<file path="src/rtl/alu_pkg.sv">
// Shared types and constants for the ALU transaction driver and its reference model.
package alu_pkg;

  localparam int ALU_W = 4;
  localparam int CNT_W = 8;

  typedef enum logic [1:0] {
    OP_AND  = 2'b00,
    OP_OR   = 2'b01,
    OP_XOR  = 2'b10,
    OP_NOTA = 2'b11
  } alu_op_e;

  typedef enum logic [1:0] {
    IDLE  = 2'b00,
    DRIVE = 2'b01,
    RESP  = 2'b10
  } state_e;

  // Statistics counters stick at all-ones instead of wrapping.
  function automatic logic [CNT_W-1:0] sat_inc(input logic [CNT_W-1:0] v);
    return (v == {CNT_W{1'b1}}) ? v : v + 1'b1;
  endfunction

endpackage

</file>
<file path="src/rtl/alu_txn_driver_if.sv">
// Request/response handshake bundle between an upstream agent and the ALU transaction driver.
interface alu_txn_driver_if;
  import alu_pkg::*;

  logic             req_valid;
  logic             req_ready;
  logic [ALU_W-1:0] req_a;
  logic [ALU_W-1:0] req_b;
  logic [1:0]       req_op;
  logic             rsp_valid;
  logic             rsp_ready;
  logic [ALU_W-1:0] rsp_y;
  logic [ALU_W-1:0] rsp_exp;
  logic             rsp_err;

  modport master (
    output req_valid, req_a, req_b, req_op, rsp_ready,
    input  req_ready, rsp_valid, rsp_y, rsp_exp, rsp_err
  );

  modport slave (
    input  req_valid, req_a, req_b, req_op, rsp_ready,
    output req_ready, rsp_valid, rsp_y, rsp_exp, rsp_err
  );

endinterface

</file>
<file path="src/rtl/alu_ref_model.sv">
// Combinational golden model of the external 4-bit ALU, used to judge its returned result.
module alu_ref_model
  import alu_pkg::*;
(
  input  logic [ALU_W-1:0] a,
  input  logic [ALU_W-1:0] b,
  input  logic [1:0]       op,
  output logic [ALU_W-1:0] y
);

  logic [ALU_W-1:0] and_v;
  logic [ALU_W-1:0] or_v;
  logic [ALU_W-1:0] xor_v;
  logic [ALU_W-1:0] nota_v;

  genvar gi;
  generate
    for (gi = 0; gi < ALU_W; gi++) begin : g_bit
      assign and_v[gi]  = a[gi] & b[gi];
      assign or_v[gi]   = a[gi] | b[gi];
      assign xor_v[gi]  = a[gi] ^ b[gi];
      assign nota_v[gi] = ~a[gi];
    end
  endgenerate

  always_comb begin
    y = '0;
    case (alu_op_e'(op))
      OP_AND:  y = and_v;
      OP_OR:   y = or_v;
      OP_XOR:  y = xor_v;
      OP_NOTA: y = nota_v;
      default: y = '0;
    endcase
  end

endmodule

</file>
<file path="src/rtl/alu_txn_driver.sv">
// Drives one request at a time onto an external ALU, waits a settle time, samples the result
// and checks it against the reference model, keeping saturating pass/mismatch statistics.
module alu_txn_driver
  import alu_pkg::*;
#(
  parameter int unsigned SETTLE_CYCLES = 1
) (
  input  logic             clk,
  input  logic             rst_n,
  alu_txn_driver_if.slave  bus,
  output logic [ALU_W-1:0] alu_a,
  output logic [ALU_W-1:0] alu_b,
  output logic [1:0]       alu_op,
  input  logic [ALU_W-1:0] alu_y,
  output logic [CNT_W-1:0] txn_count,
  output logic [CNT_W-1:0] err_count,
  output logic             err_seen,
  input  logic             clr_stats
);

  localparam logic [3:0] SETTLE_LAST = 4'(SETTLE_CYCLES - 1);

  state_e           state_reg;
  logic [3:0]       settle_reg;
  logic             req_ready_reg;
  logic             rsp_valid_reg;
  logic [ALU_W-1:0] alu_a_reg;
  logic [ALU_W-1:0] alu_b_reg;
  logic [1:0]       alu_op_reg;
  logic [ALU_W-1:0] rsp_y_reg;
  logic [ALU_W-1:0] rsp_exp_reg;
  logic             rsp_err_reg;
  logic [CNT_W-1:0] txn_count_reg;
  logic [CNT_W-1:0] err_count_reg;
  logic             err_seen_reg;
  logic [ALU_W-1:0] ref_y;
  logic             rsp_take;

  // The model sees the held operands, so its answer matches what the ALU is computing.
  alu_ref_model u_ref (
    .a  (alu_a_reg),
    .b  (alu_b_reg),
    .op (alu_op_reg),
    .y  (ref_y)
  );

  assign rsp_take = (state_reg == RESP) && bus.rsp_ready;

  always_ff @(posedge clk or negedge rst_n) begin
    if (!rst_n) begin
      state_reg     <= IDLE;
      settle_reg    <= '0;
      req_ready_reg <= 1'b0;
      rsp_valid_reg <= 1'b0;
      alu_a_reg     <= '0;
      alu_b_reg     <= '0;
      alu_op_reg    <= '0;
      rsp_y_reg     <= '0;
      rsp_exp_reg   <= '0;
      rsp_err_reg   <= 1'b0;
      txn_count_reg <= '0;
      err_count_reg <= '0;
      err_seen_reg  <= 1'b0;
    end else begin
      case (state_reg)
        IDLE: begin
          req_ready_reg <= 1'b1;
          if (bus.req_valid && req_ready_reg) begin
            alu_a_reg     <= bus.req_a;
            alu_b_reg     <= bus.req_b;
            alu_op_reg    <= bus.req_op;
            settle_reg    <= '0;
            req_ready_reg <= 1'b0;
            state_reg     <= DRIVE;
          end
        end
        DRIVE: begin
          settle_reg <= settle_reg + 4'd1;
          if (settle_reg == SETTLE_LAST) begin
            rsp_y_reg     <= alu_y;
            rsp_exp_reg   <= ref_y;
            rsp_err_reg   <= (alu_y != ref_y);
            rsp_valid_reg <= 1'b1;
            state_reg     <= RESP;
          end
        end
        RESP: begin
          if (bus.rsp_ready) begin
            rsp_valid_reg <= 1'b0;
            req_ready_reg <= 1'b1;
            state_reg     <= IDLE;
          end
        end
        default: begin
          req_ready_reg <= 1'b0;
          rsp_valid_reg <= 1'b0;
          state_reg     <= IDLE;
        end
      endcase

      // A clear wins over a response completing on the same edge.
      if (clr_stats) begin
        txn_count_reg <= '0;
        err_count_reg <= '0;
        err_seen_reg  <= 1'b0;
      end else if (rsp_take) begin
        txn_count_reg <= sat_inc(txn_count_reg);
        if (rsp_err_reg) begin
          err_count_reg <= sat_inc(err_count_reg);
          err_seen_reg  <= 1'b1;
        end
      end
    end
  end

  assign bus.req_ready = req_ready_reg;
  assign bus.rsp_valid = rsp_valid_reg;
  assign bus.rsp_y     = rsp_y_reg;
  assign bus.rsp_exp   = rsp_exp_reg;
  assign bus.rsp_err   = rsp_err_reg;
  assign alu_a         = alu_a_reg;
  assign alu_b         = alu_b_reg;
  assign alu_op        = alu_op_reg;
  assign txn_count     = txn_count_reg;
  assign err_count     = err_count_reg;
  assign err_seen      = err_seen_reg;

endmodule

</file>
<file path="src/flat_wrapper.sv">
// flat-port wrapper written by rule: the top's interface ports become plain ports
module alu_txn_driver_flat import alu_pkg::*;
#(
  parameter int unsigned SETTLE_CYCLES = 1
)
  (clk, rst_n, alu_a, alu_b, alu_op, alu_y, txn_count, err_count, err_seen, clr_stats, bus_req_valid, bus_req_a, bus_req_b, bus_req_op, bus_rsp_ready, bus_req_ready, bus_rsp_valid, bus_rsp_y, bus_rsp_exp, bus_rsp_err);
  alu_txn_driver_if bus_i ();
  input  logic clk;
  input  logic rst_n;
  output logic [ALU_W-1:0] alu_a;
  output logic [ALU_W-1:0] alu_b;
  output logic [1:0] alu_op;
  input  logic [ALU_W-1:0] alu_y;
  output logic [CNT_W-1:0] txn_count;
  output logic [CNT_W-1:0] err_count;
  output logic err_seen;
  input  logic clr_stats;
  input wire logic [$bits(bus_i.req_valid)-1:0] bus_req_valid;
  input wire logic [$bits(bus_i.req_a)-1:0] bus_req_a;
  input wire logic [$bits(bus_i.req_b)-1:0] bus_req_b;
  input wire logic [$bits(bus_i.req_op)-1:0] bus_req_op;
  input wire logic [$bits(bus_i.rsp_ready)-1:0] bus_rsp_ready;
  output wire logic [$bits(bus_i.req_ready)-1:0] bus_req_ready;
  output wire logic [$bits(bus_i.rsp_valid)-1:0] bus_rsp_valid;
  output wire logic [$bits(bus_i.rsp_y)-1:0] bus_rsp_y;
  output wire logic [$bits(bus_i.rsp_exp)-1:0] bus_rsp_exp;
  output wire logic [$bits(bus_i.rsp_err)-1:0] bus_rsp_err;
  assign bus_i.req_valid = bus_req_valid;
  assign bus_i.req_a = bus_req_a;
  assign bus_i.req_b = bus_req_b;
  assign bus_i.req_op = bus_req_op;
  assign bus_i.rsp_ready = bus_rsp_ready;
  assign bus_req_ready = bus_i.req_ready;
  assign bus_rsp_valid = bus_i.rsp_valid;
  assign bus_rsp_y = bus_i.rsp_y;
  assign bus_rsp_exp = bus_i.rsp_exp;
  assign bus_rsp_err = bus_i.rsp_err;
  alu_txn_driver #(.SETTLE_CYCLES(SETTLE_CYCLES)) u_core (.clk(clk), .rst_n(rst_n), .bus(bus_i), .alu_a(alu_a), .alu_b(alu_b), .alu_op(alu_op), .alu_y(alu_y), .txn_count(txn_count), .err_count(err_count), .err_seen(err_seen), .clr_stats(clr_stats));
endmodule
</file>
<file path="config.mk">
export PLATFORM = sky130hd
export DESIGN_NAME = alu_txn_driver_flat
export DESIGN_NICKNAME = d
export VERILOG_FILES = /design/src/rtl/alu_pkg.sv /design/src/rtl/alu_txn_driver_if.sv /design/src/rtl/alu_ref_model.sv /design/src/rtl/alu_txn_driver.sv /design/src/flat_wrapper.sv
export SDC_FILE = /design/constraint.sdc
export NUM_CORES = 1
export LEC_CHECK = 0
export ABC_AREA = 1
export BUFFER_PORTS_ARGS = -buffer_cell sky130_fd_sc_hd__buf_4
export CORE_UTILIZATION = 53
export CTS_CLUSTER_DIAMETER = 40
export DETAILED_ROUTE_END_ITERATION = 7
export HOLD_SLACK_MARGIN = 0.1
export MAX_ROUTING_LAYER = met4
export PLACE_DENSITY_LB_ADDON = 0.1
export SLEW_MARGIN = 20
export SYNTH_ARGS = -nofsm -noshare
export SYNTH_HDL_FRONTEND = slang
export SYNTH_SLANG_ARGS = --single-unit
export TNS_END_PERCENT = 10
</file>
<file path="constraint.sdc">
create_clock -name clk -period 1.5 [get_ports clk]
set_input_delay 0 -clock clk [delete_from_list [all_inputs] [get_ports clk]]
set_output_delay 0 -clock clk [all_outputs]
set_load 0.02 [all_outputs]
</file>
==> impl_results.md, run 1 <==
* Top Usage Layer GRT: met2
* CTS root buf: clkbuf_8
* Die Ht at 69.10 microns
* Post-synthesis mux area share at 0%
* Max-Cap Viols at 0
* Post-detailed-route wirelength per cell at 12.04 microns
* Synthesis-to-finish area growth at 44.36%
* Final Util at 79.11%
* CP most frequent cell: nor2_1
* Worst skew pair latency at 0.29 ns
* Fraction of layout cells with a size suffix above 1 at 33.84%
* Clock tree buffer depth at 2
* Fraction of the yosys area taken by sequential cells at 46.15%
* R2R Setup Slk at slightly below 0.005 ns
* Initial Utilization at 54.80%
* Worst-margin pin slew at 0.5509 ns
* GRT Util Overall at a little under a quarter
* Vias in the first global route at ~2,000
* TritonCTS clock tree: done
* Die Wd at 69.10 microns
* First-pass GRT wire length at 8.700 mm
* Tot Pwr at approximately 5.9 mW
* Worst Path Required at ~1.7 ns
* Hold Crit Class: input pin to async pin
* Clock Sinks at 44
* Fill count at 303
* Post-DP HPWL at 3.603 mm
* Crit path max fanout at 3
* Detail Route Antenna Nets at 0
* Synth Area in XOR/XNOR at under 10%
* Cell count after placement at around 410
* Initial antenna violation count at 0
* Crit-path slowest cell: dfrtp_1
* Avg Cell Area, Syn at just over 8 sq um
* Fin crit period at 1.495 ns
* Syn_nets at approximately 320
* Main combinational cell family by area after synthesis: simple AND/OR/NAND/NOR gates
* Peak VDD IR at around 1.1 mV
* Rel. slew slack at 63.28%
* Drt first pass iters at 5
* Post-route DRC violation count at 0
* GR Overflow Total at 0
* M3 GR Usage at 4.825%
* Adder-cell share of the synthesized area at 6.293%
* CTS Buf Count at 5
* Slowest stage delay, CP at between 0.4 and 0.5 ns
* Syn Inst Count at 290
* CP Cell Sequence: inv_2 > ha_4 > nand3_2 > nand2_1 > nor2_1 > nand3_1 > nand2_1 > nand3_1 > nor2_1 > nor2_1
* Largest net degree at the start of global routing at between 40 and 50
* Setup crit start kind: flop
* Achievable Freq at approximately 0.67 GHz
* Unrepaired setup endpoints after global routing: yes
* WS Path Type: flop to flop
* Final setup violation count at 0
* Total number of vias at 2,255
* Hold Vio Cnt, Final at 0
* WP data arrival at 1.69 ns
* Count of cell types in the netlist at 33
* Met1 Use GR at 28.85%
* Mapped Area at 0.002386 sq mm
* CTS clk-pin slew, worst paths at ~0.080 ns
* Final layout net count at 426
* Leakage power at 1.747 nW
* IO buf count at 56
* Max-slew violations at 0
* Routability Congestion at 0.8387
* Crit end category: flop
* Yosys warns at 0
* Clk_skew at 0.006321 ns
* Setup_tns at 0 ns
* Post-synthesis compound-gate area fraction at 9.072%
* Top Ports at 57
* Global Route met2 Usage at 38.94%
* Simple-gate share of the synthesized area at 28.68%
* # diodes at 0
* FP Rows at 24
* Final worst path period share at between 90 and 100%
* Via-to-Cell Ratio at 5.033
* Core box area at 0.004354 sq mm
* Layout Cells excl Fill at 448
* Initial DRC count at 100
* Final WL at 5.393 mm
* Status: finished clean
* P per Cell Area at 1709 mW/mm^2
* FF+latch count, synth at 44
* Register-to-Register Path Depth at 10
* Die Area at 0.004774 sq mm
* CTS H-tree lvls at 2
## placed cells by master, fill, tap and decap left out, types with 2 or more instances in the layout
cell type / n
buf_4: 87
nand2_1: 57
dfrtp_1: 40
nor2_1: 33
nand3_1: 28
inv_1: 24
dlygate4sd3_1: 18
a21oi_1: 15
inv_2: 10
o21ai_1: 9
ha_1: 9
nand4_1: 8
nand3_2: 6
clkbuf_8: 5
o21ai_0: 4
dfrtp_2: 4
nand2_2: 3
nor2_2: 3
xnor2_1: 3
o31ai_1: 3
ha_4: 3
or2_1: 2
nand2_4: 2
a21oi_2: 2
o21a_1: 2
## synth_stat cells, drive strengths merged
library cell / count / area share [%]
a21oi: 17 / 3.9
a221o: 1 / 0.42
a31oi: 1 / 0.26
buf: 6 / 2.2
bufinv: 1 / 0.73
clkbuf: 2 / 0.31
clkinv: 1 / 0.16
dfrtp: 44 / 46
ha: 12 / 6.3
inv: 34 / 5.3
nand2: 63 / 11
nand3: 34 / 7.3
nand3b: 1 / 0.31
nand4: 8 / 2.1
nor2: 38 / 7.0
nor3: 1 / 0.21
nor3b: 1 / 0.31
o21a: 2 / 0.63
o21ai: 14 / 2.9
o31ai: 3 / 0.94
or2: 3 / 0.79
xnor2: 3 / 1.1
## repair_timing
action / in CTS / in global routing
hold endpoints to repair: 65 / 0
setup endpoints to repair: 0 / 8
gates resized for setup: 0 / 25
setup buffers: 0 / 16
hold buffers: 18 / 0
## metal layers
metal  up-vias  part of all wire (%)  wire length, microns
met5         -                     0                     0
li1       1147                     -                     -
met4         0                  0.33                    18
met3         2                   3.5                   187
met1      1050                    44                  2368
met2        56                    52                  2820
## where the power goes
part           internal [mW]  switching, mW
Combinational           1.37           1.69
Sequential              1.58          0.346
Clock                  0.495          0.400
## layout make-up
| type | count | area, sq um | share of cell area, % |
|---|---|---|---|
| multi-input cells | 202 | 1172 | 34.04 |
| flip-flops and latches | 44 | 1106 | 32.11 |
| repair buffers | 106 | 844.6 | 24.52 |
| inverters | 36 | 148.9 | 4.323 |
| clock buffers | 6 | 72.57 | 2.107 |
| well taps | 52 | 65.06 | 1.889 |
| clock inverters | 2 | 35.03 | 1.017 |
## per-stage QoR
stage	setup WS, ns	instance area (sq um)	hold WS (ns)
after CTS	0.002511	3226	0.2535
after global placement	0.06897	2938	0.02872
after detailed placement	0.02309	2938	0.03156
final	0.004888	3445	0.2292
after global routing	-0.1035	3445	0.2776
after floorplan	-0.003517	2391	-0.2956
## path summary, 6_finish.rpt
path                                      from                  end
max reg2reg                    u_core.alu_a[1]   u_core.bus.rsp_err
min reg2reg                u_core.bus.rsp_y[1]  u_core.bus.rsp_y[1]
max                            u_core.alu_a[1]   u_core.bus.rsp_err
min in group clk                     clr_stats      u_core.err_seen
min                                      rst_n  u_core.err_count[7]
max in group asynchronous                rst_n     u_core.alu_op[1]
## critical path: cells and delay by family, from the launching register on
kind | cells | cell delay (ns)
buffers and inverters | 1 | 0.10
flip-flops | 1 | 0.42
adder cells (fa/ha/maj) | 1 | 0.20
AND/OR/NAND/NOR | 8 | 0.68
## logic make-up after synthesis
group | after synthesis
AOI/OAI and AO/OA | 38
buffers and inverters | 44
adders and majority gates | 12
and+or+nand+nor | 149
xor gates and xnor gates | 3
DFF | 44
(Power assumes the default switching activity.)
==> run 2: changes to the inputs <==
- ABC_AREA: 1 -> not set
- CORE_UTILIZATION: 53 -> 52
==> run 2 against run 1 <==
The run now ends with setup timing left. Cell count shrank 21%. Routed wire length shrank 14%. Die area shrank 6.7%. Total power shrank 6.8%. Combinational power shrank 8.1%. First-iteration DRC count shrank 27%. Synthesized cell count shrank 30%. Clock-buffer cell count grew 1. Clock power shrank 13%. Sequential power is essentially flat. Non-clock buffer count shrank 7. Largest cell class is now sequential cells. Largest power group unchanged. Highest routed layer unchanged.
==> impl_results.md, run 2 <==
* Status: complete, but fails checks (was finished clean)
* Failing checks: setup timing
* Synth top area cells: dfrtp_1 (51%), ha_1 (6.9%), mux2_2 (5.2%), mux4_1 (4.8%), nand2_1 (4.1%) (was dfrtp_1 (46%), nand2_1 (9.4%), nand3_1 (6.9%), ha_1 (6.3%), nor2_1 (5.3%))
* Final setup violation count at 5 (was 0)
* Clock Sinks at 44 (unchanged)
* Worst setup startpoint: u_core.alu_b[0] (was u_core.alu_a[1])
* Hold Vio Cnt, Final at 0 (unchanged)
* Clk_skew at 0.008496 ns (was 0.006321 ns)
* Post-synth EDFFs at 0 (unchanged)
* WS Path Type: flop to flop (unchanged)
* Die Area at 0.004454 sq mm (was 0.004774 sq mm)
* Syn Inst Count at 202 (was 290)
* Hold_sp: bus_req_valid
* Dominant cell type by area after synthesis: dfrtp_1 (unchanged)
* Achievable Freq at 0.5447 GHz (was 0.6688 GHz)
* Synthesis-to-finish area growth at 44.37% (was 44.36%)
* Leakage power at 1.512 nW (was 1.747 nW)
* CTS H-tree lvls at 2 (unchanged)
* Async SR Flop Fraction at 100.0% (unchanged)
* Hold Crit Class: input pin to flop (was input pin to async pin)
* Clock tree buffer depth at 2 (unchanged)
* Initial Utilization at 54.49% (was 54.80%)
* Peak VDD IR at 1.127 mV (was 1.052 mV)
* Yosys warns at 0 (unchanged)
* Worst setup margin at -0.3357 ns (was 0.004888 ns)
* First-pass GRT wire length at 7.672 mm (was 8.700 mm)
* Hold path cells at 5
* GR Overflow Total at 0 (unchanged)
* FF-to-FF Start: u_core.alu_b[0] (was u_core.alu_a[1])
* Final WL at 4.643 mm (was 5.393 mm)
* Max-Cap Viols at 0 (unchanged)
* Post-DP HPWL at 3.224 mm (was 3.603 mm)
* Via-to-Cell Ratio at 5.057 (was 5.033)
* Syn_nets at 233 (was 321)
* Largest net degree at the start of global routing at 45 (unchanged)
* Worst skew pair latency at 0.30 ns (was 0.29 ns)
* Crit end category: flop (unchanged)
* Top Ports at 57 (unchanged)
* Final worst path period share at 122.4% (was 99.67%)
* Drt first pass iters at 4 (was 5)
* Crit-path slowest cell: mux4_2 (was dfrtp_1)
* Count leader, synth: dfrtp_1 (was nand2_1)
* Layout Cells excl Fill at 353 (was 448)
* Unrepaired setup endpoints after global routing: yes (unchanged)
* Worst Path Buf+Inv at 1 (unchanged)
* Post-detailed-route wirelength per cell at 13.15 microns (was 12.04 microns)
* Total number of vias at 1,785 (was 2,255)
* Final layout net count at 333 (was 426)
* Routability Congestion at 0.8210 (was 0.8387)
* Core box area at 0.004000 sq mm (was 0.004354 sq mm)
* Most frequent cells in the layout: buf_4 (81), dfrtp_1 (36), nand2_1 (23) (was buf_4 (87), nand2_1 (57), dfrtp_1 (40))
* WP data arrival at 2.02 ns (was 1.69 ns)
* Rel. slew slack at 63.58% (was 63.28%)
* Final Util at 78.67% (was 79.11%)
* Critical path's top delay family: multiplexers (was simple AND/OR/NAND/NOR gates)
* Cell count after placement at 326 (was 406)
* GRT Util Overall at 24.25% (was 23.18%)
* TritonCTS clock tree: done (unchanged)
* Most common cell after layout, fill and taps aside: buf_4 (unchanged)
* Post-synth top cells: dfrtp_1 (44), nand2_1 (24), nor2_1 (21), inv_1 (16), ha_1 (12) (was nand2_1 (60), dfrtp_1 (44), nor2_1 (34), nand3_1 (33), inv_1 (29))
* Stages on worst setup path at 6 (was 10)
* Register-to-Register Path Depth at 6 (was 10)
* Initial DRC count at 73 (was 100)
* # diodes at 0 (unchanged)
* P per Cell Area at 1743 mW/mm^2 (was 1709 mW/mm^2)
* Fraction of layout cells with a size suffix above 1 at 42.57% (was 33.84%)
* CTS root buf: clkbuf_8 (unchanged)
* Area share of the largest cell type after synthesis at 50.52% (was 46.15%)
* Worst-margin pin slew at 0.5464 ns (was 0.5509 ns)
* Mapped Area at 0.002180 sq mm (was 0.002386 sq mm)
* Avg Cell Area, Syn at 10.79 sq um (was 8.228 sq um)
* FP Rows at 23 (was 24)
* Setup slack after placement at -0.3444 ns (was 0.02309 ns)
* Max-slew violations at 0 (unchanged)
* Tot Pwr at 5.486 mW (was 5.886 mW)
* Die Ht at 66.74 microns (was 69.10 microns)
* Detail Route Antenna Nets at 0 (unchanged)
* Setup crit start kind: flop (unchanged)
* CP Cell Sequence: inv_2 > ha_4 > mux4_2 > xor2_1 > nor4_1 > o21ai_1 (was inv_2 > ha_4 > nand3_2 > nand2_1 > nor2_1 > nand3_1 > nand2_1 > nand3_1 > nor2_1 > nor2_1)
* CTS clk-pin slew, worst paths at 0.09 ns (was 0.08 ns)
* Fraction of the yosys area taken by sequential cells at 50.52% (was 46.15%)
* Post-route DRC violation count at 0 (unchanged)
* Vias in the first global route at 1,766 (was 1,994)
* CTS Buf Count at 5 (unchanged)
* Initial antenna violation count at 0 (unchanged)
* Hold_ws at 0.2027 ns (was 0.2292 ns)
* Fin crit period at 1.836 ns (was 1.495 ns)
* Crit path max fanout at 3 (unchanged)
* Slowest stage delay, CP at 0.47 ns (was 0.42 ns)
* Count of cell types in the netlist at 35 (was 33)
* FF+latch count, synth at 44 (unchanged)
* IO buf count at 56 (unchanged)
* Worst Path Required at 1.68 ns (was 1.69 ns)
* Die Wd at 66.74 microns (was 69.10 microns)
* Dominant synthesized flop cell: dfrtp_1 (unchanged)
-- run 2: cell types whose count changed after synthesis, moves of 8 or more --
cell,before,now
nor2_1,34,21
nand2_1,60,24
inv_1,29,16
a21oi_1,15,3
nand3_1,33,4
mux2_2,0,10
xor2_1,0,10
o21ai_1,9,1
-- run 2: path summary, 6_finish.rpt --
| kind | endpoint | slack, ns |
|---|---|---|
| worst max-delay path | u_core.bus.rsp_err | -0.34 |
| worst min-delay path | u_core.settle_reg[0] | 0.20 |
| worst max register to register | u_core.bus.rsp_err | -0.34 |
| worst min register to register | u_core.err_seen | 0.50 |
| max in group asynchronous | u_core.alu_b[2] | 0.86 |
| min in group asynchronous | u_core.txn_count[6] | 0.23 |
-- run 2: stage by stage --
stage | area [sq um] | TNS [ns]
floorplan | 2178 | -0.9145
global placement | 2821 | -0.4800
detailed placement | 2821 | -0.7087
CTS | 3104 | -0.5852
global route | 3147 | -1.220
finish | 3147 | -0.7297
-- run 2: kinds of logic after synthesis --
kind of cell               after synthesis  share of synthesized area (%)
adders and majority gates               12                          6.888
buffers and inverters                   22                          3.903
AOI/OAI and AO/OA                       23                          6.372
xor gates and xnor gates                19                          7.635
DFF                                     44                          50.52
muxes                                   15                          10.45
and+or+nand+nor                         67                          14.24
-- run 2: cell type report --
type / count / area [sq um]
Sequential cell: 44 / 1111
Multi-Input combinational cell: 136 / 1030
Fill cell: 262 / 853.3
Timing Repair Buffer: 99 / 789.5
Clock buffer: 7 / 86.33
Tap cell: 50 / 62.56
Inverter: 16 / 60.06
Clock inverter: 1 / 7.507
-- run 2: metal layers --
layer / track usage (%) / part of all wire [%] / vias up
met5: - / 0 / -
met4: 8.777 / 2.0 / 0
met3: 8.219 / 6.1 / 9
met2: 40.53 / 50 / 49
met1: 26.82 / 42 / 850
li1: - / - / 877
-- run 2: timing repair --
item | 4_1_cts | 5_1_grt
resized for setup | 10 | 10
pin swaps | 1 | 4
hold endpoints to repair | 78 | 0
setup buffers | 0 | 2
gates cloned | 0 | 0
endpoints found under the setup margin | 6 | 19
hold buffers | 17 | 0
-- run 2: worst min-delay path: stages --
cell and delay, ns:
buf_4 0.07, nand2_1 0.05, nor3_2 0.09, buf_4 0.19, nor2_1 0.06
-- run 2: where the power goes --
group	internal, mW	leakage, nW	switching, mW
registers	1.58	0.557	0.308
logic	1.48	0.910	1.34
clock network	0.375	0.0445	0.405
==> run 3: changes to the inputs <==
- SKIP_LAST_GASP: not set -> 1
==> run 3 against run 2 <==
The run still ends with setup timing left. Hold slack improved by 0.013 ns. Critical path type unchanged. Non-clock buffer count is the same. Sequential cell count unchanged.
==> impl_results.md, run 3 (synthesis gave the netlist of run 2 again) <==
* Die Wd at 66.74 microns (unchanged)
* Post-route DRC violation count at 0 (unchanged)
* Crit-path slowest cell: mux4_2 (unchanged)
* Clk_skew at 0.009491 ns (was 0.008496 ns)
* Most common cell after layout, fill and taps aside: buf_4 (unchanged)
* Synthesis-to-finish area growth at 42.94% (was 44.37%)
* Initial antenna violation count at 0 (unchanged)
* Vias in the first global route at 1,772 (was 1,766)
* Status: complete, but fails checks (unchanged)
* P per Cell Area at 1744 mW/mm^2 (was 1743 mW/mm^2)
* FP Rows at 23 (unchanged)
* Hold Crit Class: input pin to flop (unchanged)
* R2R Setup Slk at -0.34 ns (about the same)
* Final layout net count at 333 (unchanged)
* CTS Buf Count at 5 (unchanged)
* Via-to-Cell Ratio at 5.085 (was 5.057)
* Achievable Freq at 0.5421 GHz (was 0.5447 GHz)
* Hold_ws at 0.2161 ns (was 0.2027 ns)
* Hold path endpoint: u_core.settle_reg[0] (unchanged)
* Switch Pwr at 2.040 mW (was 2.055 mW)
* WP data arrival at 2.03 ns (was 2.02 ns)
* Fin crit period at 1.845 ns (was 1.836 ns)
* GR Overflow Total at 0 (unchanged)
* # diodes at 0 (unchanged)
* Hold path cells at 5 (unchanged)
* Final Util at 77.89% (was 78.67%)
* Hold_sp: bus_req_valid (unchanged)
* Setup crit start kind: flop (unchanged)
* Reg2Reg Capture Point: u_core.bus.rsp_err (unchanged)
* Combinational Power Share at 51.1% (was 51.4%)
* Final worst path period share at 123.0% (was 122.4%)
* Crit end category: flop (unchanged)
* WS Path Type: flop to flop (unchanged)
* Slowest stage delay, CP at 0.46 ns (was 0.47 ns)
* Top Ports at 57 (unchanged)
* GRT Util Overall at 24.63% (was 24.25%)
* Core box area at 0.004000 sq mm (unchanged)
* Int Power at 3.393 mW (was 3.431 mW)
* FF-to-FF Start: u_core.alu_b[0] (unchanged)
* TritonCTS clock tree: done (unchanged)
* Max-slew violations at 0 (unchanged)
* Die Ht at 66.74 microns (unchanged)
* Post-detailed-route wirelength per cell at 13.17 microns (was 13.15 microns)
* Final setup violation count at 10 (was 5)
* Clock tree buffer depth at 2 (unchanged)
* Worst skew pair latency at 0.30 ns (about the same)
* Largest net degree at the start of global routing at 45 (unchanged)
* First-pass GRT wire length at 7.776 mm (was 7.672 mm)
* Post-DP HPWL at 3.224 mm (unchanged)
* Drt first pass iters at 4 (unchanged)
* Failing checks: setup timing (unchanged)
* Initial Utilization at 54.49% (unchanged)
* Clock Sinks at 44 (unchanged)
* CP Cell Sequence: inv_2 > ha_4 > mux4_2 > xor2_1 > nor4_1 > o21ai_1 (unchanged)
* Peak VDD IR at 1.117 mV (was 1.127 mV)
* Initial DRC count at 74 (was 73)
* Routability Congestion at 0.8210 (unchanged)
* CTS H-tree lvls at 2 (unchanged)
* Power share of the clock group at 14.3% (was 14.2%)
* Die Area at 0.004454 sq mm (unchanged)
* Rel. slew slack at 63.14% (was 63.58%)
* Register-to-Register Path Depth at 6 (unchanged)
* Final WL at 4.649 mm (was 4.643 mm)
* Worst setup margin at -0.3448 ns (was -0.3357 ns)
* Crit path max fanout at 3 (unchanged)
* IO buf count at 56 (unchanged)
* Worst Path Required at 1.68 ns (about the same)
* Leakage power at 1.505 nW (was 1.512 nW)
* Total number of vias at 1,795 (was 1,785)
* CTS clk-pin slew, worst paths at 0.08 ns (was 0.09 ns)
* Detail Route Antenna Nets at 0 (unchanged)
* Fraction of layout cells with a size suffix above 1 at 39.60% (was 42.57%)
* Hold Vio Cnt, Final at 0 (unchanged)
* Unrepaired setup endpoints after global routing: yes (unchanged)
* Max-Cap Viols at 0 (unchanged)
* CTS root buf: clkbuf_8 (unchanged)
* Most frequent cells in the layout: buf_4 (81), dfrtp_1 (36), nand2_1 (24) (was buf_4 (81), dfrtp_1 (36), nand2_1 (23))
* Worst-margin pin slew at 0.5529 ns (was 0.5464 ns)
* Sequential power share at 34.6% (was 34.4%)
* Sw frac at 37.55% (was 37.45%)
run 3: cell counts in the layout (fill, tap and decap cells not counted):
Identical to the previous run, type by type.
run 3: cell type report:
cell class                      instances  area, sq um
Clock buffer                            7        86.33
Multi-Input combinational cell        136        998.5
Fill cell                             269        884.6
Clock inverter                          1        7.507
Sequential cell                        44         1111
Tap cell                               50        62.56
Timing Repair Buffer                   99        789.5
Inverter                               16        60.06
run 3: timing repair:
item,CTS,global route
pin swaps,1,3
buffers inserted,0,2
gates resized for setup,4,4
hold endpoints to repair,78,0
setup endpoints to repair,6,20
hold buffers,17,0
run 3: worst max-delay path, delay by kind of cell, from the launching register on:
family / cells / cell delay, ns
AOI/OAI and AO/OA: 1 / 0.10
and+or+nand+nor: 1 / 0.27
muxes: 1 / 0.46
buffers and inverters: 1 / 0.09
DFF: 1 / 0.44
adders and majority gates: 1 / 0.19
xor gates and xnor gates: 1 / 0.18
run 3: through the flow:
stage	instance area, sq um	setup TNS [ns]	power, mW	std cells	worst slack (ns)
global route	3115	-2.024	5.815	353	-0.3803
floorplan	2178	-0.9145	3.410	202	-0.3028
global placement	2821	-0.4800	4.476	326	-0.2615
detailed placement	2821	-0.7087	4.544	326	-0.3444
finish	3115	-0.6771	5.433	353	-0.3448
CTS	3082	-0.6494	5.383	351	-0.3177
run 3: power by group through the flow:
stage          sequential, mW  combinational (mW)  clock, mW
6_report                 1.88                2.78      0.775
5_1_grt                  1.92                3.06      0.833
4_1_cts                  1.88                2.71      0.788
3_5_place_dp             1.89                2.65          0
3_3_place_gp             1.87                2.61          0
2_1_floorplan            2.24                1.17          0
run 3: worst max path at each step:
stage,from,end,cells past startpoint
2_1_floorplan,u_core.alu_a[1],u_core.bus.rsp_err,6
3_3_place_gp,u_core.alu_a[1],u_core.bus.rsp_err,6
3_5_place_dp,u_core.alu_b[0],u_core.bus.rsp_err,6
4_1_cts,u_core.alu_a[2],u_core.bus.rsp_err,6
5_1_grt,u_core.alu_b[0],u_core.bus.rsp_err,6
6_report,u_core.alu_b[0],u_core.bus.rsp_err,6
run 3: layer usage:
metal | GRT usage [%] | wire [microns]
met3 | 8.733 | 301
met1 | 28.49 | 1995
met2 | 39.52 | 2263
met4 | 8.777 | 89
met5 | - | 0
